File: config.mk
export PLATFORM = sky130hd
export DESIGN_NAME = random_delay_timer_flat
export DESIGN_NICKNAME = d
export VERILOG_FILES = /design/src/rtl/random_delay_timer_if.sv /design/src/rtl/random_delay_timer.sv /design/src/flat_wrapper.sv
export SDC_FILE = /design/constraint.sdc
export NUM_CORES = 1
export LEC_CHECK = 0
export ABC_AREA = 1
export CAP_MARGIN = 20
export CORE_MARGIN = 2
export CORE_UTILIZATION = 56
export CTS_CLUSTER_DIAMETER = 40
export DETAILED_ROUTE_END_ITERATION = 16
export GPL_TIMING_DRIVEN = 0
export HOLD_SLACK_MARGIN = 0.06
export PLACE_DENSITY_LB_ADDON = 0.08
export SYNTH_ARGS = -nofsm -noshare
export SYNTH_HDL_FRONTEND = slang
export SYNTH_SLANG_ARGS = --single-unit
File: constraint.sdc
create_clock -name CLK -period 2.8 [get_ports CLK]
set_clock_uncertainty 0.1 [all_clocks]
set_input_delay 0.42 -clock CLK [delete_from_list [all_inputs] [get_ports CLK]]
set_output_delay 0.42 -clock CLK [all_outputs]
set_load 0.02 [all_outputs]
File: src/rtl/random_delay_timer_if.sv
// Handshake bundle between the game FSM / random generator and random_delay_timer.
// The Pause signal exists only when RDT_PAUSE_EN is defined.
interface random_delay_timer_if #(
  parameter int WIDTH = 16
);
  logic             Start;
  logic             Abort;
  logic [WIDTH-1:0] RandValue;
  logic             RandRun;
  logic             Busy;
  logic             Done;
  logic [WIDTH-1:0] Remaining;
`ifdef RDT_PAUSE_EN
  logic             Pause;
`endif

  modport master (
`ifdef RDT_PAUSE_EN
    output Pause,
`endif
    output Start, Abort, RandValue,
    input  RandRun, Busy, Done, Remaining
  );

  modport slave (
`ifdef RDT_PAUSE_EN
    input  Pause,
`endif
    input  Start, Abort, RandValue,
    output RandRun, Busy, Done, Remaining
  );
endinterface

File: src/rtl/random_delay_timer.sv
// Requests one value from the range-limited RNG, then counts that many prescaled ticks
// and pulses Done. Optional macro RDT_PAUSE_EN adds a Pause input that freezes COUNT.
module random_delay_timer #(
  parameter int WIDTH    = 16,
  parameter int TICK_DIV = 1000
) (
  input  logic                 CLK,
  input  logic                 RST,
  random_delay_timer_if.slave  bus
);

  localparam int PW = (TICK_DIV > 2) ? $clog2(TICK_DIV) : 1;
  localparam logic [PW-1:0] PRESC_LAST = PW'(TICK_DIV - 1);

  typedef enum logic [2:0] {IDLE, REQ, SETTLE, COUNT, DONE} state_t;

  state_t           state, state_nxt;
  logic [PW-1:0]    presc, presc_nxt;
  logic [WIDTH-1:0] remaining, remaining_nxt;
  logic             advance;

`ifdef RDT_PAUSE_EN
  assign advance = !bus.Pause;
`else
  assign advance = 1'b1;
`endif

  always_ff @(posedge CLK or posedge RST) begin
    if (RST) begin
      state     <= IDLE;
      presc     <= '0;
      remaining <= '0;
    end else begin
      state     <= state_nxt;
      presc     <= presc_nxt;
      remaining <= remaining_nxt;
    end
  end

  always_comb begin
    state_nxt     = state;
    presc_nxt     = presc;
    remaining_nxt = remaining;
    // Abort beats everything (including Pause) in any busy state.
    if (bus.Abort && state != IDLE) begin
      state_nxt     = IDLE;
      presc_nxt     = '0;
      remaining_nxt = '0;
    end else begin
      case (state)
        IDLE: begin
          if (bus.Start && !bus.Abort) state_nxt = REQ;
        end
        REQ: begin
          state_nxt = SETTLE;
        end
        SETTLE: begin
          // The generator output has had a full cycle to update after RandRun.
          remaining_nxt = bus.RandValue;
          presc_nxt     = '0;
          state_nxt     = (bus.RandValue == '0) ? DONE : COUNT;
        end
        COUNT: begin
          if (advance) begin
            if (presc == PRESC_LAST) begin
              presc_nxt     = '0;
              remaining_nxt = remaining - 1'b1;
              if (remaining == WIDTH'(1)) state_nxt = DONE;
            end else begin
              presc_nxt = presc + 1'b1;
            end
          end
        end
        DONE: begin
          state_nxt     = IDLE;
          remaining_nxt = '0;
        end
        default: begin
          state_nxt     = IDLE;
          presc_nxt     = '0;
          remaining_nxt = '0;
        end
      endcase
    end
  end

  assign bus.RandRun   = (state == REQ);
  assign bus.Busy      = (state != IDLE);
  assign bus.Done      = (state == DONE);
  assign bus.Remaining = remaining;

endmodule
File: src/flat_wrapper.sv
// flat-port wrapper written by rule: the top's interface ports become plain ports
module random_delay_timer_flat 
#(
  parameter int WIDTH    = 16,
  parameter int TICK_DIV = 1000
)
  (CLK, RST, bus_Start, bus_Abort, bus_RandValue, bus_RandRun, bus_Busy, bus_Done, bus_Remaining);
  random_delay_timer_if #(.WIDTH(WIDTH)) bus_i ();
  input  logic CLK;
  input  logic RST;
  input wire logic [$bits(bus_i.Start)-1:0] bus_Start;
  input wire logic [$bits(bus_i.Abort)-1:0] bus_Abort;
  input wire logic [$bits(bus_i.RandValue)-1:0] bus_RandValue;
  output wire logic [$bits(bus_i.RandRun)-1:0] bus_RandRun;
  output wire logic [$bits(bus_i.Busy)-1:0] bus_Busy;
  output wire logic [$bits(bus_i.Done)-1:0] bus_Done;
  output wire logic [$bits(bus_i.Remaining)-1:0] bus_Remaining;
  assign bus_i.Start = bus_Start;
  assign bus_i.Abort = bus_Abort;
  assign bus_i.RandValue = bus_RandValue;
  assign bus_RandRun = bus_i.RandRun;
  assign bus_Busy = bus_i.Busy;
  assign bus_Done = bus_i.Done;
  assign bus_Remaining = bus_i.Remaining;
  random_delay_timer #(.WIDTH(WIDTH), .TICK_DIV(TICK_DIV)) u_core (.CLK(CLK), .RST(RST), .bus(bus_i));
endmodule
# After elaboration in Yosys (flattened, before gate mapping)
# Index checks and enable logic that the tools add are counted.
[word_totals] regBits=29 in_bits=20 output_inout_bits=19 elab_cells=38
[op_classes] add_sub_neg=2 n_eq_ne=11 mux=12 reduce_logical=10
[ops] cell="$pmux 16 s3" n=1
[ops] cell="$mux 16" n=2
[ops] cell="$mux 10" n=2
[ops] cell="$pmux 10 s2" n=1
[ops] cell="$eq 16x1->1 const B" n=1
[ops] cell="$logic_not 16->1" n=1
[ops] cell="$sub 16x1->16 const B" n=1
[ops] cell="$mux 3" n=5
[ops] cell="$pmux 3 s4" n=1
[ops] cell="$add 10x1->10 const B" n=1
[ops] cell="$eq 10x10->1 const B" n=1
[ops] cell="$ne 3x1->1 const B" n=3
[ops] cell="$eq 3x2->1 const B" n=2
[ops] cell="$ne 2x1->1 const B" n=2
[ops] cell="$eq 3x1->1 const B" n=1
[ops] cell="$eq 3x3->1 const B" n=1
[ops] cell="$logic_not 3->1" n=1
[ops] cell="$reduce_and 3->1" n=1
[ops] cell="$reduce_bool 3->1" n=1
[ops] cell="$reduce_or 3->1" n=1
[ops] cell="$logic_and 1x1->1" n=2
[ops] cell="$reduce_and 2->1" n=1
[ops] cell="$reduce_or 2->1" n=1
[ops] cell="$logic_not 1->1" n=1

# Longest topological paths before layout
[logic_depth] ltp_word=5 mapped_depth=10 depth_no_buf=10

# Worst setup path after synthesis
# OpenSTA, ideal clock, no wires.
[synth_timing] path_type="flip-flop to flip-flop" from="register u_core.remaining[0], in the netlist u_core.bus.Remaining[0]" to="register u_core.remaining[10], in the netlist u_core.bus.Remaining[10]" arrival_ns=1.468 required_ns=2.583 setup_slack_ns=1.116 path_stages_with_launch=10 synth_period_minus_slack_ns=1.684 path_cell_list="dfrtp_1 -> inv_1 -> ha_1 -> nand3_1 -> nor2_1 -> nand3_1 -> nand3_1 -> nand2_1 -> nand2_1 -> nand2_1"
[synth_via] elab_chain_cells=4
[synth_lines] element="start, declared" line_no="random_delay_timer.sv:19" text="logic [WIDTH-1:0] remaining, remaining_nxt;"
[synth_lines] element="start signal, assigned" line_no="random_delay_timer.sv:36" text="remaining <= remaining_nxt;"
[synth_lines] element="$sub 16x1->16" line_no="random_delay_timer.sv:67" text="remaining_nxt = remaining - 1'b1;"
[synth_lines] element="$mux 16" line_no="random_delay_timer.sv:65" text="if (presc == PRESC_LAST) begin"
[synth_lines] element="$pmux 16 s3" line_no="random_delay_timer.sv:50" text="case (state)"
[synth_lines] element="$mux 16" line_no="random_delay_timer.sv:45" text="if (bus.Abort && state != IDLE) begin"
# No other way between the ends. The select of a mux whose other input is x is not followed.
# A chain may end at the register's enable or synchronous reset.

# Final worst setup path
[layout_timing] from="register u_core.state[0]" to="output port bus_RandRun"
[layout_via] elab_chain_cells=1
[layout_lines] element="start, declared" line_no="random_delay_timer.sv:17" text="state_t state, state_nxt;"
[layout_lines] element="start signal, assigned" line_no="random_delay_timer.sv:34" text="state <= state_nxt;"
[layout_lines] element="$eq 3x1->1" line_no="random_delay_timer.sv:87" text="assign bus.RandRun = (state == REQ);"
[layout_lines] element="end, declared" line_no="flat_wrapper.sv:14" text="output wire logic [$bits(bus_i.RandRun)-1:0] bus_RandRun;"
# No other way between the ends.

==> qor.yml <==
outcome:
  status: "finished, final reports clean"
worst_setup_path:
  end_kind: "output port"
  path_class: "flip-flop to output port"
  required_ps: 2280
  max_stage_delay_ps: 670
  startpoint_type: "flip-flop"
  crit_fanout: 6
  worstPathArrival_ps: 1830
  crit_path_top_delay_cell: "clkdlybuf4s50_1"
  critPathTopFamily: "buffers and inverters"
  crit_chain: "inv_4 -> nor3_1 -> clkdlybuf4s50_1"
  cp_num_buf_inv: 2
drt:
  antenna_left: 0
  drt_first_pass_iters: 5
  drc: 0
  initialDrtViolationCount: 155
  drt-total-wl_um: 5040
  vias: 2101
  vias_per_cell: 5.17
  wl_per_cell_um: 12.4
final_layout:
  drive_above_1_share_pct: 8.06
  diodes: 0
  syn2layout_area_growth_pct: 25.2
  layout_common_cells: "nand2_1 (115), nor2_1 (42), clkdlybuf4s50_1 (38)"
  fin_nets: 382
  mostFrequentLayoutCell: "nand2_1"
synthesis:
  avgSynthCellArea_um2: 6.54
  synthCells: 313
  yosysSeqAreaShare_pct: 35.4
  synthesis.nets: 336
  synth_top_area_cell: "dfrtp_1"
  yosys_warnings: 0
  synth_area_um2: 2050
  synth_seq_cells: 29
  synth_cell_type_count: 29
  synth_area_leaders: "dfrtp_1 (35%), nand2_1 (21%), nor2_1 (7.7%)"
  netlist.area_leader.share_pct: 35.4
timing:
  final_hold_viol_count: 0
  tns_ps: 0
  tightest_slew_ps: 537
  fmax_ghz: 0.425
  rsz0062_at_grt: "false"
  fin_hold_ws_ps: 311
  relSlewSlack_pct: 64.1
  fin_crit_sh_pct: 84.0
  fin_crit_ps: 2350
  drv_slew: 0
  setup_viol: 0
global_routing:
  grt_busiest_layer: "met2"
  grt_max_degree: 19
  grt_util_all_layers_pct: 26.9
  grt_use_met2_pct: 43.1
  grt_pass1_vias: 1940
  antenna_found_initial: 0
  grt_pass1_wl_um: 8640
  grt_use_met3_pct: 5.38
  grt_overflow_total: 0
  grtUsageMet1_pct: 36.5
placed_design:
  io_buffers: 38
  dp_hpwl_um: 3860
  gp_congestion: 0.892
floorplan:
  rows: 21
  dieArea_um2: 4160
  start_util_pct: 60.0
  core_um2: 3420
  dieWidth_um: 64.5
  ios: 39
  die_h_um: 64.5
clocking:
  tritoncts: "yes"
  clkLatencyLatePin_ps: 340
  clock_path_buffers: 2
  cts-buffers-inserted: 5
  cts_hold_buf: 0
  post_cts_resized: 0
  htreeDepth: 2
  clkTransAtPathRegs_ps: 100
  clock-sinks: 29
  postCtsSetupRepairBufs: 0
  cts_root_buf: "clkbuf_4"
power_and_ir_drop:
  p_int_mw: 1.34
  power_leakage_nw: 1.27
  irDropWorstVdd_mv: 1.03
  comb_power_share_pct: 66.4
  p_seq_share_pct: 24.9
  p_per_area_nw_per_um2: 1120
  swShare_pct: 53.1
  p_sw_mw: 1.53
  p_clk_share_pct: 8.8
worst_hold_path:
  hold_class: "primary input to async pin"
run:
  drv_cap: 0
==> worst paths after layout <==
path	start	endpoint	slack [ps]	depth (start not counted)
max	u_core.state[0]$_DFFE_PP0P_	bus_RandRun	450	3
min	RST	u_core.presc[3]$_DFFE_PP0P_	310	2
max reg2reg	u_core.bus.Remaining[0]$_DFFE_PP0P_	u_core.bus.Remaining[10]$_DFFE_PP0P_	870	9
min reg2reg	u_core.presc[9]$_DFFE_PP0P_	u_core.presc[9]$_DFFE_PP0P_	460	2
max in group asynchronous	RST	u_core.bus.Remaining[5]$_DFFE_PP0P_	1810	3
min in group CLK	u_core.presc[9]$_DFFE_PP0P_	u_core.presc[9]$_DFFE_PP0P_	460	2
==> flip-flops by register name, indices dropped and copies added (netlist names) <==
register	count
u_core.bus.Remaining	16
u_core.presc	10
u_core.state	3
==> metrics by stage <==
stage | total power, mW | worst slack [ps] | area, um^2 | cells | utilization, %
5_1_grt | 3.13 | 372 | 2560 | 406 | 75.1
4_1_cts | 2.86 | 431 | 2560 | 406 | 75.1
6_report | 2.87 | 447 | 2560 | 406 | 75.1
3_5_place_dp | 2.60 | 810 | 2510 | 398 | 73.6
3_3_place_gp | 2.55 | 846 | 2490 | 397 | 72.8
2_1_floorplan | 2.03 | 1120 | 2050 | 313 | -
==> power by group through the flow <==
stage	sequential (mW)	clock, mW	combinational [mW]
after CTS	0.710	0.255	1.90
after detailed placement	0.717	0	1.88
after global placement	0.714	0	1.84
after global routing	0.730	0.275	2.12
after floorplan	0.792	0	1.23
final	0.714	0.251	1.90
==> cells by family (layout without fill, tap and decap cells) <==
group	Yosys count	count (layout)	share of synthesized area, %
AND/OR/NAND/NOR	209	209	45.3
flip-flops	29	29	35.4
buffers and inverters	41	88	8.67
adder cells (fa/ha/maj)	3	3	1.83
AO/OA/AOI/OAI	27	27	7.09
XOR/XNOR	4	4	1.71
==> layout make-up <==
class | count | area, um^2
buffer | 5 | 40.0
timing repair buffer | 39 | 408
clock buffer | 6 | 41.3
tap | 46 | 57.6
clock inverter | 2 | 10.0
inverter | 36 | 138
fill | 289 | 851
sequential | 29 | 726
multi-input combinational | 243 | 1140
==> metal layers <==
metal	part of all wire (%)	routed length, um
met5	0	0
met4	2.0	100
met3	6.7	339
met2	45	2280
met1	46	2320
==> cell usage after synthesis (all sizes together) <==
master	count
nor3	6
nor2	45
xor2	4
buf	5
and2	1
nand2	120
inv	36
nand3b	1
o21ai	17
ha	3
nor3b	1
nand3	31
a31oi	2
or2	1
dfrtp	29
a21oi	5
o21bai	1
nand4	3
a22oi	2
Power figures use the tool's default switching activity.
